<file path="src/rtl/rr_control_sequencer.sv">
// rr_control_sequencer: FSM issuing datapath control strobes for fetch + register-register ALU execution
module rr_control_sequencer #(
  parameter int DATA_W   = 32,
  parameter int NREG     = 16,
  parameter int SEL_W    = 4,
  parameter int MEM_WAIT = 1
) (
  input  logic              clock,
  input  logic              clear,
  input  logic              start,
  input  logic              run,
  input  logic [DATA_W-1:0] ir,
  output logic              PCout,
  output logic              MARin,
  output logic              IncPC,
  output logic              Read,
  output logic              MDRin,
  output logic              MDRout,
  output logic              IRin,
  output logic              Yin,
  output logic              ZLowIn,
  output logic              ZHighIn,
  output logic              ZLowOut,
  output logic              ZHighOut,
  output logic [NREG-1:0]   Rin,
  output logic [NREG-1:0]   Rout,
  output logic [4:0]        alu_op,
  output logic              busy,
  output logic              done,
  output logic              illegal
);
  typedef enum logic [2:0] {IDLE, T0, T1, T2, T3, T4, T5, T6} state_t;
  state_t state, next;
  logic [3:0] wcnt;
  logic [4:0] op;
  logic [SEL_W-1:0] ra, rb, rc, ra_n;
  logic muldiv, alu, legal, wait_done, unused_ir;
  assign op        = ir[DATA_W-1 -: 5];
  assign ra        = ir[DATA_W-6 -: SEL_W];
  assign rb        = ir[DATA_W-6-SEL_W -: SEL_W];
  assign rc        = ir[DATA_W-6-2*SEL_W -: SEL_W];
  assign unused_ir = ^ir;
  assign muldiv    = op == 5'h0F || op == 5'h10;
  assign alu       = op inside {5'h03, 5'h04, 5'h05, 5'h06};
  assign legal     = (alu || muldiv) && {1'b0, ra} < (SEL_W+1)'(NREG)
                     && {1'b0, rb} < (SEL_W+1)'(NREG) && {1'b0, rc} < (SEL_W+1)'(NREG);
  // second half of a 64-bit result goes to the next register, wrapping at NREG
  assign ra_n      = (ra == SEL_W'(NREG-1)) ? '0 : ra + 1'b1;
  assign wait_done = wcnt == 4'(MEM_WAIT);
  always_ff @(posedge clock or posedge clear) begin
    if (clear) begin
      state   <= IDLE;
      wcnt    <= '0;
      done    <= 1'b0;
      illegal <= 1'b0;
    end else begin
      state   <= next;
      wcnt    <= (state == T1 && !wait_done) ? wcnt + 4'd1 : 4'd0;
      done    <= (state == T5 && !muldiv) || state == T6;
      illegal <= state == T3 && !legal;
    end
  end
  always_comb begin
    next = state;
    case (state)
      IDLE:    next = start ? T0 : IDLE;
      T0:      next = T1;
      T1:      next = wait_done ? T2 : T1;
      T2:      next = T3;
      T3:      next = legal ? T4 : IDLE;
      T4:      next = T5;
      T5:      next = muldiv ? T6 : (run ? T0 : IDLE);
      T6:      next = run ? T0 : IDLE;
      default: next = IDLE;
    endcase
  end
  always_comb begin
    {PCout, MARin, IncPC, Read, MDRin, MDRout, IRin, Yin} = '0;
    {ZLowIn, ZHighIn, ZLowOut, ZHighOut} = '0;
    Rin    = '0;
    Rout   = '0;
    busy   = state != IDLE;
    alu_op = (state inside {T3, T4, T5, T6}) ? op : 5'd0;
    case (state)
      T0: {PCout, MARin, IncPC, ZLowIn} = '1;
      T1: {ZLowOut, Read, MDRin} = '1;
      T2: {MDRout, IRin} = '1;
      T3: begin
        Yin  = legal;
        Rout = legal ? NREG'(1) << rb : '0;
      end
      T4: begin
        ZLowIn  = 1'b1;
        ZHighIn = muldiv;
        Rout    = NREG'(1) << rc;
      end
      T5: begin
        ZLowOut = 1'b1;
        Rin     = NREG'(1) << ra;
      end
      T6: begin
        ZHighOut = 1'b1;
        Rin      = NREG'(1) << ra_n;
      end
      default: ;
    endcase
  end
endmodule

</file>
<file path="config.mk">
export PLATFORM = sky130hd
export DESIGN_NAME = rr_control_sequencer
export DESIGN_NICKNAME = d
export VERILOG_FILES = /design/src/rtl/rr_control_sequencer.sv
export SDC_FILE = /design/constraint.sdc
export NUM_CORES = 1
export LEC_CHECK = 0
export BUFFER_PORTS_ARGS = -buffer_cell sky130_fd_sc_hd__buf_2
export CAP_MARGIN = 30
export CORE_UTILIZATION = 30
export CTS_CLUSTER_DIAMETER = 80
export DETAILED_ROUTE_END_ITERATION = 7
export GPL_TIMING_DRIVEN = 1
export PLACE_DENSITY = 0.58
export SLEW_MARGIN = 20
export SYNTH_ARGS = -nofsm -noshare
export SYNTH_HDL_FRONTEND = slang
export SYNTH_SLANG_ARGS = --single-unit
</file>
<file path="constraint.sdc">
create_clock -name clock -period 2.2 [get_ports clock]
set_clock_uncertainty 0.2 [all_clocks]
set_input_delay 0.22 -clock clock [delete_from_list [all_inputs] [get_ports clock]]
set_output_delay 0.22 -clock clock [all_outputs]
set_load 0.02 [all_outputs]
</file>
==> flow_summary_export.csv <==
group,metric,value,unit
outcome,outcome,"completed",
clock_tree,clock_sinks,9,
drt,avgRoutedWirePerCell,11.8,µm
clock_tree,clock-root-buffer,"clkbuf_8",
logic_synthesis,syn-num-nets,227,
place,dp.cells,309,
clock_tree,cts_buffers,3,
sta,rsz0062_at_grt,"no",
die,fp.dieW,67.8,µm
global_routing,grt_pass1_vias,1261,
worst_setup_path,crit_fanout,6,
final_layout,layout_commonest_cell,"buf_2",
global_routing,grt_max_degree,18,
sta,report.final.setup_viol,0,
sta,slew-limit-headroom,72.6,%
logic_synthesis,yosysSeqAreaShare,17.4,%
global_routing,grt_usage,16.1,%
drt,drc,0,
worst_setup_path,crit-reg2reg-launch,"state[1]",
flow_run,max_cap_violations,0,
logic_synthesis,avgSynthCellArea,6.90,µm²
final_layout,syn_to_final_growth,42.6,%
final_layout,instances_no_fill,317,
place,gp_congestion,0.883,
clock_tree,cts.path.max_buffers,2,
sta,clock.fmax,486,MHz
logic_synthesis,synth_ff_type,"dfrtp_1",
logic_synthesis,synth-edff-count,0,
die,initial_core_util,31.8,%
final_layout,fin_nets,307,
drt,drt_iter0_drc,59,
logic_synthesis,synth_cell_type_count,49,
sta,tns,0,ps
logic_synthesis,ys.warnings.count,0,
sta,fin_crit,2060,ps
final_layout,diodes,0,
final_layout,layout_common_cells,"buf_2, nand2_1, nor2_1, nand3_1, buf_4",
drt,routed_wl,3.75,mm
global_routing,antenna_found_initial,0,
sta,fin_crit_sh,93.4,%
logic_synthesis,ys_async_sr_fraction,100,%
sta,hold_violations,0,
worst_setup_path,r2r_setup_slack,410,ps
drt,dr.pass1.iters,4,
place,post_dp_cell_area,1730,µm²
clock_tree,clk_pin_slew_worst_paths,50,ps
place,hpwl,2.98,mm
hold_path,worstHoldEndpoint,"state[0]",
die,ios,88,
worst_setup_path,worstPathArrival,1640,ps
logic_synthesis,synthCells,188,
die,die_area,4590,µm²
worst_setup_path,worstSetupEndpointType,"output pin",
place,port_buffers,72,
final_layout,final_area,1850,µm²
die,die_h,67.8,µm
die,rows,23,
power,power_leakage,0.000945,µW
drt,drtAntennaViolNets,0,
global_routing,overflow,0,
hold_path,min_from,"start",
final_layout,drive_gt1_share,42.3,%
logic_synthesis,ys_seq_elements,9,
hold_path,worstHoldPathCells,3,
sta,tightestPinTransition,411,ps
drt,num_vias,1569,
worst_setup_path,path_class,"register to output pin",
sta,slew_violations,0,
clock_tree,tritoncts,"done",
global_routing,grt_pass1_wl,5.65,mm
clock_tree,clkLatencyLatePin,230,ps
logic_synthesis,synth_area,1300,µm²
worst_setup_path,cp.required,1780,ps
worst_setup_path,rr_worst_depth,5,
die,coreArea,4090,µm²
worst_setup_path,timing.rr.end,"state[2]",
drt,avgViaCountPerCell,4.95,
clock_tree,h-tree-depth,1,
hold_path,holdCritPathClass,"input port to register",
power,vdd_drop_max,0.445,mV
power,finalPower,1290,µW
worst_setup_path,cp-start-kind,"register",
power,powerDensity,696,nW/µm²
## cell usage after synthesis (all sizes together) (2+ instances only)
cell,instances,share of area (%)
nor3,3,1.2
and4,2,1.4
nor4,2,0.96
and2,7,3.7
a21oi,3,1.2
o22ai,3,1.9
nand2,29,8.4
ha,3,2.9
a22oi,2,1.2
buf,9,5.1
mux2i,2,1.5
nand3,14,5.4
o2111ai,2,1.4
o31ai,2,1.2
a31oi,3,1.4
nor2,28,8.1
inv,8,2.3
nand4,2,0.96
nor3b,2,1.5
nand2b,3,1.4
xor2,5,3.4
o21ai,16,8.2
and3,3,1.4
dfrtp,9,17
clkbuf,2,0.58
nor2b,9,4.3
## what timing repair did
action,in CTS,in global routing
gates resized for setup,1,9
hold endpoints to repair,9,0
hold buffers,1,0
buffers inserted,0,3
gates cloned,0,0
pin swaps,0,1
endpoints found under the setup margin,9,23
## layout make-up
cell class              instances  area, µm²
well taps                      50       62.6
repair buffers                 86        488
multi-input cells             160        997
clock buffers                   4       45.0
fillers                       434       2240
flip-flops and latches          9        228
inverters                       8       30.0
## cell families after synthesis
family,after synthesis,synth area share (%)
AO/OA/AOI/OAI,39,23.7
XOR/XNOR,6,4.05
adder cells (fa/ha/maj),3,2.89
buffers and inverters,19,8.00
flip-flops,9,17.4
multiplexers,2,1.54
AND/OR/NAND/NOR,110,42.4
## report_power, final
part	switching [µW]	internal [µW]	leakage, µW
Sequential	52.9	213	0.000119
Clock	68.6	127	0.0000228
Combinational	513	313	0.000803
## state kept, by name, summed over array words and instances, names as in the netlist
name / flops
state: 3
illegal: 1
wcnt: 4
done: 1
## how the worst max path moves through the flow
stage / start / end
6_report: state[1] / Rin[8]
5_1_grt: state[0] / Rin[14]
4_1_cts: state[1] / Rout[13]
3_5_place_dp: ir[27] / Rout[0]
3_3_place_gp: ir[27] / Rout[3]
2_1_floorplan: state[1] / Rin[14]
## critical path, stage by stage, from the launching register on
cell and delay (ps):
dfrtp_2 430, buf_4 170, nand2b_1 140, inv_1 80
and3_1 160, a31oi_1 180, nor2_1 70, buf_2 160
## routing by layer
layer | GRT usage (%) | wire [µm] | vias up
met4 | 4.79 | 59 | 0
met1 | 22.8 | 1880 | 702
li1 | - | - | 823
met2 | 24.5 | 1700 | 38
met5 | 0 | 0 | -
met3 | 2.70 | 119 | 6
## metrics by stage
| stage | hold slack [ps] | utilization (%) | setup slack [ps] |
|---|---|---|---|
| 6_report | 56.7 | 45.3 | 144 |
| 5_1_grt | 85.4 | 45.3 | 14.3 |
| 4_1_cts | 52.8 | 43.8 | 8.51 |
| 3_5_place_dp | -5.65 | 42.4 | 165 |
| 3_3_place_gp | -6.21 | 42.4 | 167 |
| 2_1_floorplan | -152 | - | 345 |
(Power assumes the default switching activity.)
